File: src/rtl/pool_pkg.sv
// Shared types and helpers for the ReLU / 2x2 max-pool stage.
// Helpers work at 64 bits; callers sign-extend and truncate.
package pool_pkg;

  typedef enum logic [1:0] {
    IDLE,
    RUN,
    FIN
  } pool_state_t;

  localparam int MAX_W = 64;

  function automatic logic signed [MAX_W-1:0] relu(
    input logic signed [MAX_W-1:0] x
  );
    return (x < 0) ? '0 : x;
  endfunction

  // Only the upper clamp is needed: inputs are post-ReLU.
  function automatic logic signed [7:0] sat_s8(
    input logic signed [MAX_W-1:0] q
  );
    return (q > 127) ? 8'sd127 : q[7:0];
  endfunction

endpackage

File: src/rtl/pool_row_buffer.sv
// Half-width row buffer holding the even-row horizontal maxima.
// One write port, one combinational read port, no reset.
module pool_row_buffer #(
  parameter int DEPTH = 1,
  parameter int W     = 32,
  parameter int AW    = 1
) (
  input  logic          clk,
  input  logic          we,
  input  logic [AW-1:0] waddr,
  input  logic [W-1:0]  wdata,
  input  logic [AW-1:0] raddr,
  output logic [W-1:0]  rdata
);

  logic [W-1:0] mem [DEPTH];

  always_ff @(posedge clk) begin
    if (we) mem[waddr] <= wdata;
  end

  // Trailing odd column can address past the end; it is never used.
  assign rdata = (32'(raddr) < DEPTH) ? mem[raddr] : '0;

endmodule

File: src/rtl/relu_maxpool.sv
// Streaming ReLU + 2x2/stride-2 max-pool + shift requantization.
// One pixel per cycle, no backpressure, floor pooling on odd sizes.
module relu_maxpool
  import pool_pkg::*;
#(
  parameter int IN_W  = 3,
  parameter int IN_H  = 3,
  parameter int ACC_W = 32,
  parameter int SHIFT = 0
) (
  input  logic                    clk,
  input  logic                    rst,
  input  logic                    start,
  input  logic signed [ACC_W-1:0] in_pixel,
  input  logic                    in_valid,
  output logic signed [7:0]       out_pixel,
  output logic                    out_valid,
  output logic                    done
);

  localparam int  CW    = $clog2(IN_W);
  localparam int  RW    = $clog2(IN_H);
  localparam int  PD    = IN_W / 2;
  localparam int  AW    = (PD > 1) ? $clog2(PD) : 1;
  localparam bit  W_ODD = (IN_W % 2) == 1;
  localparam bit  H_ODD = (IN_H % 2) == 1;

  pool_state_t state, state_nx;

  logic [CW-1:0] col;
  logic [RW-1:0] row;
  logic [AW-1:0] pc;

  logic signed [ACC_W-1:0] h;
  logic signed [ACC_W-1:0] r;
  logic signed [ACC_W-1:0] bq;
  logic signed [ACC_W-1:0] hr_max;
  logic signed [ACC_W-1:0] br_max;
  logic signed [ACC_W-1:0] q;

  logic acc;
  logic col_end;
  logic row_end;
  logic last;
  logic active;
  logic emit;
  logic buf_we;
  logic clr;

  assign acc     = (state == RUN) && in_valid && !start;
  assign clr     = start && (state != FIN);
  assign col_end = col == CW'(IN_W - 1);
  assign row_end = row == RW'(IN_H - 1);
  assign last    = col_end && row_end;

  // Trailing odd column/row is counted but never pooled.
  assign active = acc
                && !(W_ODD && col_end)
                && !(H_ODD && row_end);
  assign emit   = active && row[0] && col[0];
  assign buf_we = active && !row[0] && col[0];
  assign pc     = AW'(col >> 1);

  assign r      = ACC_W'(relu(MAX_W'(in_pixel)));
  assign hr_max = (h > r) ? h : r;
  assign br_max = (bq > r) ? bq : r;
  assign q      = hr_max >>> SHIFT;
  assign done   = state == FIN;

  pool_row_buffer #(
    .DEPTH (PD),
    .W     (ACC_W),
    .AW    (AW)
  ) u_buf (
    .clk   (clk),
    .we    (buf_we),
    .waddr (pc),
    .wdata (hr_max),
    .raddr (pc),
    .rdata (bq)
  );

  always_ff @(posedge clk or posedge rst) begin
    if (rst) state <= IDLE;
    else     state <= state_nx;
  end

  always_comb begin
    state_nx = state;
    unique case (state)
      IDLE:    if (start) state_nx = RUN;
      RUN:     if (acc && last) state_nx = FIN;
      FIN:     state_nx = IDLE;
      default: state_nx = IDLE;
    endcase
  end

  always_ff @(posedge clk or posedge rst) begin
    if (rst) begin
      col       <= '0;
      row       <= '0;
      h         <= '0;
      out_pixel <= '0;
      out_valid <= 1'b0;
    end else begin
      out_valid <= emit;
      if (emit) out_pixel <= sat_s8(MAX_W'(q));
      if (clr) begin
        col <= '0;
        row <= '0;
        h   <= '0;
      end else if (acc) begin
        if (last) begin
          col <= '0;
          row <= '0;
        end else if (col_end) begin
          col <= '0;
          row <= row + 1'b1;
        end else begin
          col <= col + 1'b1;
        end
        if (active && !col[0]) h <= row[0] ? br_max : r;
      end
    end
  end

endmodule

File: config.mk
export PLATFORM = sky130hd
export DESIGN_NAME = relu_maxpool
export DESIGN_NICKNAME = d
export VERILOG_FILES = /design/src/rtl/pool_pkg.sv /design/src/rtl/pool_row_buffer.sv /design/src/rtl/relu_maxpool.sv
export SDC_FILE = /design/constraint.sdc
export NUM_CORES = 1
export LEC_CHECK = 0
export ABC_AREA = 1
export BUFFER_PORTS_ARGS = -buffer_cell sky130_fd_sc_hd__clkbuf_2
export CORE_UTILIZATION = 25
export DETAILED_ROUTE_END_ITERATION = 16
export SYNTH_ARGS = -nofsm -noshare
export SYNTH_HDL_FRONTEND = slang
export SYNTH_HIERARCHICAL = 1
export SYNTH_SLANG_ARGS = --single-unit
File: constraint.sdc
create_clock -name clk -period 4.7 [get_ports clk]
set_input_delay 0.94 -clock clk [delete_from_list [all_inputs] [get_ports clk]]
set_output_delay 0.94 -clock clk [all_outputs]
set_load 0.02 [all_outputs]
==> results by group <==
Floorplan
  • Die width: 152 um
  • Die ar.: 0.0232 mm^2
  • I/O pin count: 46
  • Initial core utilization: 0.257
  • Die H: 152 um
  • Core area: 0.0220 mm^2
  • Num rows: 54

Critical path
  • Crit. Startpoint: in_pixel[31]
  • Arr. time, crit path: 4.39 ns
  • CP Launch Type: input pin
  • Crit-path max FO: 31
  • Setup crit end: out_pixel[0]
  • Crit. End Element: register
  • WS Path Type: in -> reg
  • Reg-to-reg slack, setup: 0.92 ns
  • R2r endpoint: h[28]
  • Worst R2R Start: col[1]
  • Worst Path Required: 4.96 ns
  • R2r worst-path depth: 13

STA
  • Final hold vios: 0
  • Worst-Margin Slew: 1.06 ns
  • Setup TNS Final: 0 ns
  • Period utilisation layout: 0.879
  • Max Clock Skew: 0.0118 ns
  • Post-layout min period: 4.13 ns
  • Final setup viols: 0
  • Slew margin rel.: 0.294
  • Hold_ws: 0.473 ns
  • Fmax: 242 MHz
  • RSZ-0062 raised after global routing: no
  • Max-slew violation count: 0

Route
  • DR WL/cell: 13.5 um
  • Via Count: 4,903
  • Initial DRC Count: 339
  • Antenna Nets Post-Route: 0
  • DR pass1 iterations: 6
  • Final wirelength: 14.9 mm
  • DRC: 0
  • Via-to-Cell Ratio: 4.45

Pwr
  • Sw Share: 0.328
  • Leakage: 3.48 nW
  • Power per cell area: 289 mW/mm^2
  • Peak VDD IR: 0.181 mV
  • Clock power share: 0.371
  • Int Power: 1.26 mW
  • Comb pwr share: 0.213
  • Sequential share of power: 0.416
  • Sw power: 615 uW

Logic synthesis
  • Mapped cell area: 0.00566 mm^2
  • Ys flop type: dfrtp_1
  • Post-synth top area cell: dfrtp_1
  • Post-synth net total: 874
  • Fraction of synthesized cell area taken by the top area cell type: 0.208
  • Mean Syn Cell Area: 7.29 um^2
  • Synth warn: 6
  • Sequential-to-total area share from yosys stat: 0.378
  • Area contributors post-synth: dfrtp_1 21%, edfxtp_1 17%, nand2_1 17%
  • Mapped Cells: 776
  • Async S/R FF share, synth: 0.595
  • #FFs+latches synth: 79
  • Netlist cell types: 34
  • Post-synth EDFFs: 32

CTS
  • CTS sink cnt: 79
  • Post-CTS Setup Inserts: 0
  • Resized Gates After CTS: 0
  • Hold-fix buffers, CTS: 0
  • Clock tree buffer depth: 2
  • CTS clk-pin slew, worst paths: 0.07 ns
  • CTS tree: done
  • H-tree depth: 3
  • Root Buffer: clkbuf_16
  • Clk_lat worst skew: 0.36 ns
  • Num CTS Buffers: 9

Cells and area
  • Fillcell total: 2,377
  • Share of post-route cells with drive strength above 1: 0.117
  • Fin nets: 916
  • Final instance area: 0.00648 mm^2
  • Utilization after layout: 0.294
  • Layout Cells excl Fill: 1,103
  • ANT cells: 0
  • Area delta synth->final: 14.6%

GRT
  • Vias in the first global route: 4,834
  • First-pass GRT wire length: 24.4 mm
  • Initial antenna violation count: 0
  • Pin count of the biggest net entering global routing: 48
  • Total global-route track usage: 0.133
  • Grt total ovfl: 0

Job
  • Number of max-cap violations: 0

Run status
  • Status: complete, no violations

Hold path
  • Hold crit path type: reg -> reg
  • Hold wc startpoint: state[1]

Placement
  • GP Congestion: 0.807
  • Placed cell areas: 0.00620 mm^2
  • IO buf count: 45
  • Dpl cells: 1,087
  • HPWL after detailed placement: 10.9 mm
-- cells in the mapped netlist, types with 3 or more instances --
master    number
buf_6          6
a21oi_1       31
or2_2          7
clkbuf_1      15
nand4_1       23
inv_1        101
o21ai_0       49
dfrtp_1       47
edfxtp_1      32
ha_1          62
nor3_1         3
nand3_1       17
nand2_1      252
nor2_1       101
nand3_2        3
-- how the worst min path moves through the flow --
stage | to | slack [ns] | depth (start not counted)
floorplan | state[0] | 0.45 | 1
global placement | state[0] | 0.46 | 1
detailed placement | state[0] | 0.48 | 1
CTS | state[0] | 0.47 | 1
global route | state[0] | 0.49 | 1
finish | state[0] | 0.47 | 1
-- power by group through the flow --
stage | combinational [mW] | clock [mW] | sequential [mW]
2_1_floorplan | 0.295 | 0 | 0.789
3_3_place_gp | 0.398 | 0 | 0.793
3_5_place_dp | 0.401 | 0 | 0.793
4_1_cts | 0.403 | 0.712 | 0.779
5_1_grt | 0.463 | 0.732 | 0.782
6_report | 0.399 | 0.694 | 0.779
-- registers in the layout, indices dropped and copies added, names as in the netlist --
register / cells
state: 2
row: 2
col: 2
out_valid: 1
u_buf/mem: 32
out_pixel: 8
h: 32
-- metrics by stage --
step / total power [mW] / setup WS (ns)
2_1_floorplan: 1.08 / 0.672
3_3_place_gp: 1.19 / 0.267
5_1_grt: 1.98 / 0.184
4_1_cts: 1.89 / 0.528
6_report: 1.87 / 0.570
3_5_place_dp: 1.19 / 0.155
-- placed cells by master (no fill, tap or decap), drive strengths merged --
cell type | Yosys | final
clkbuf | 15 | 54
o21a | 2 | 2
a21o | 2 | 2
buf | 10 | 11
nand2 | 255 | 255
o21bai | 1 | 1
nor3 | 3 | 3
dfrtp | 47 | 47
o22ai | 1 | 1
a21oi | 31 | 31
ha | 62 | 62
nand4 | 23 | 23
o31ai | 1 | 1
conb | 1 | 1
edfxtp | 32 | 32
nor4 | 3 | 3
o21ai | 51 | 51
inv | 104 | 109
or2 | 7 | 7
and2b | 1 | 1
nand3 | 21 | 21
nor2 | 103 | 103
clkinv | 0 | 2
-- critical path: stages --
cell and delay [ns]:
clkbuf_2 0.08, inv_2 0.43, nand2_1 0.29, ha_1 0.38, inv_1 0.06, nor4_2 0.30
and2b_1 0.20, nand2_1 0.10, nand2_4 0.18, nand3_4 0.27, inv_2 0.37, o21ai_0 0.16
nor2_1 0.11, nand2_1 0.09, nor2_4 0.18, nand3_1 0.11, nand2_1 0.07, inv_1 0.04
-- layout make-up --
cell class / count / area (um^2) / area share
Multi-Input combinational cell: 568 / 3000 / 0.462
Inverter: 104 / 393 / 0.0606
Sequential cell: 79 / 2140 / 0.330
Clock inverter: 7 / 61.3 / 0.00945
Timing Repair Buffer: 56 / 320 / 0.0494
Tap cell: 280 / 350 / 0.0540
Clock buffer: 9 / 225 / 0.0347
-- cell families after synthesis --
| group | after synthesis | share of synthesized area |
|---|---|---|
| other cells | 1 | 0.000663 |
| compound gates | 89 | 0.0816 |
| buf+inv | 129 | 0.0955 |
| fa+ha+maj | 62 | 0.137 |
| simple gates | 416 | 0.307 |
| flops | 79 | 0.378 |
-- layer usage --
metal  global-route usage  share of wire  up-vias
li1                     -              -     2568
met5                    0              0        -
met4               0.0467          0.019        0
met2                0.228           0.48       87
met1                0.166           0.47     2229
met3               0.0273          0.039       19
No activity file was read; power rests on OpenSTA's default activity.
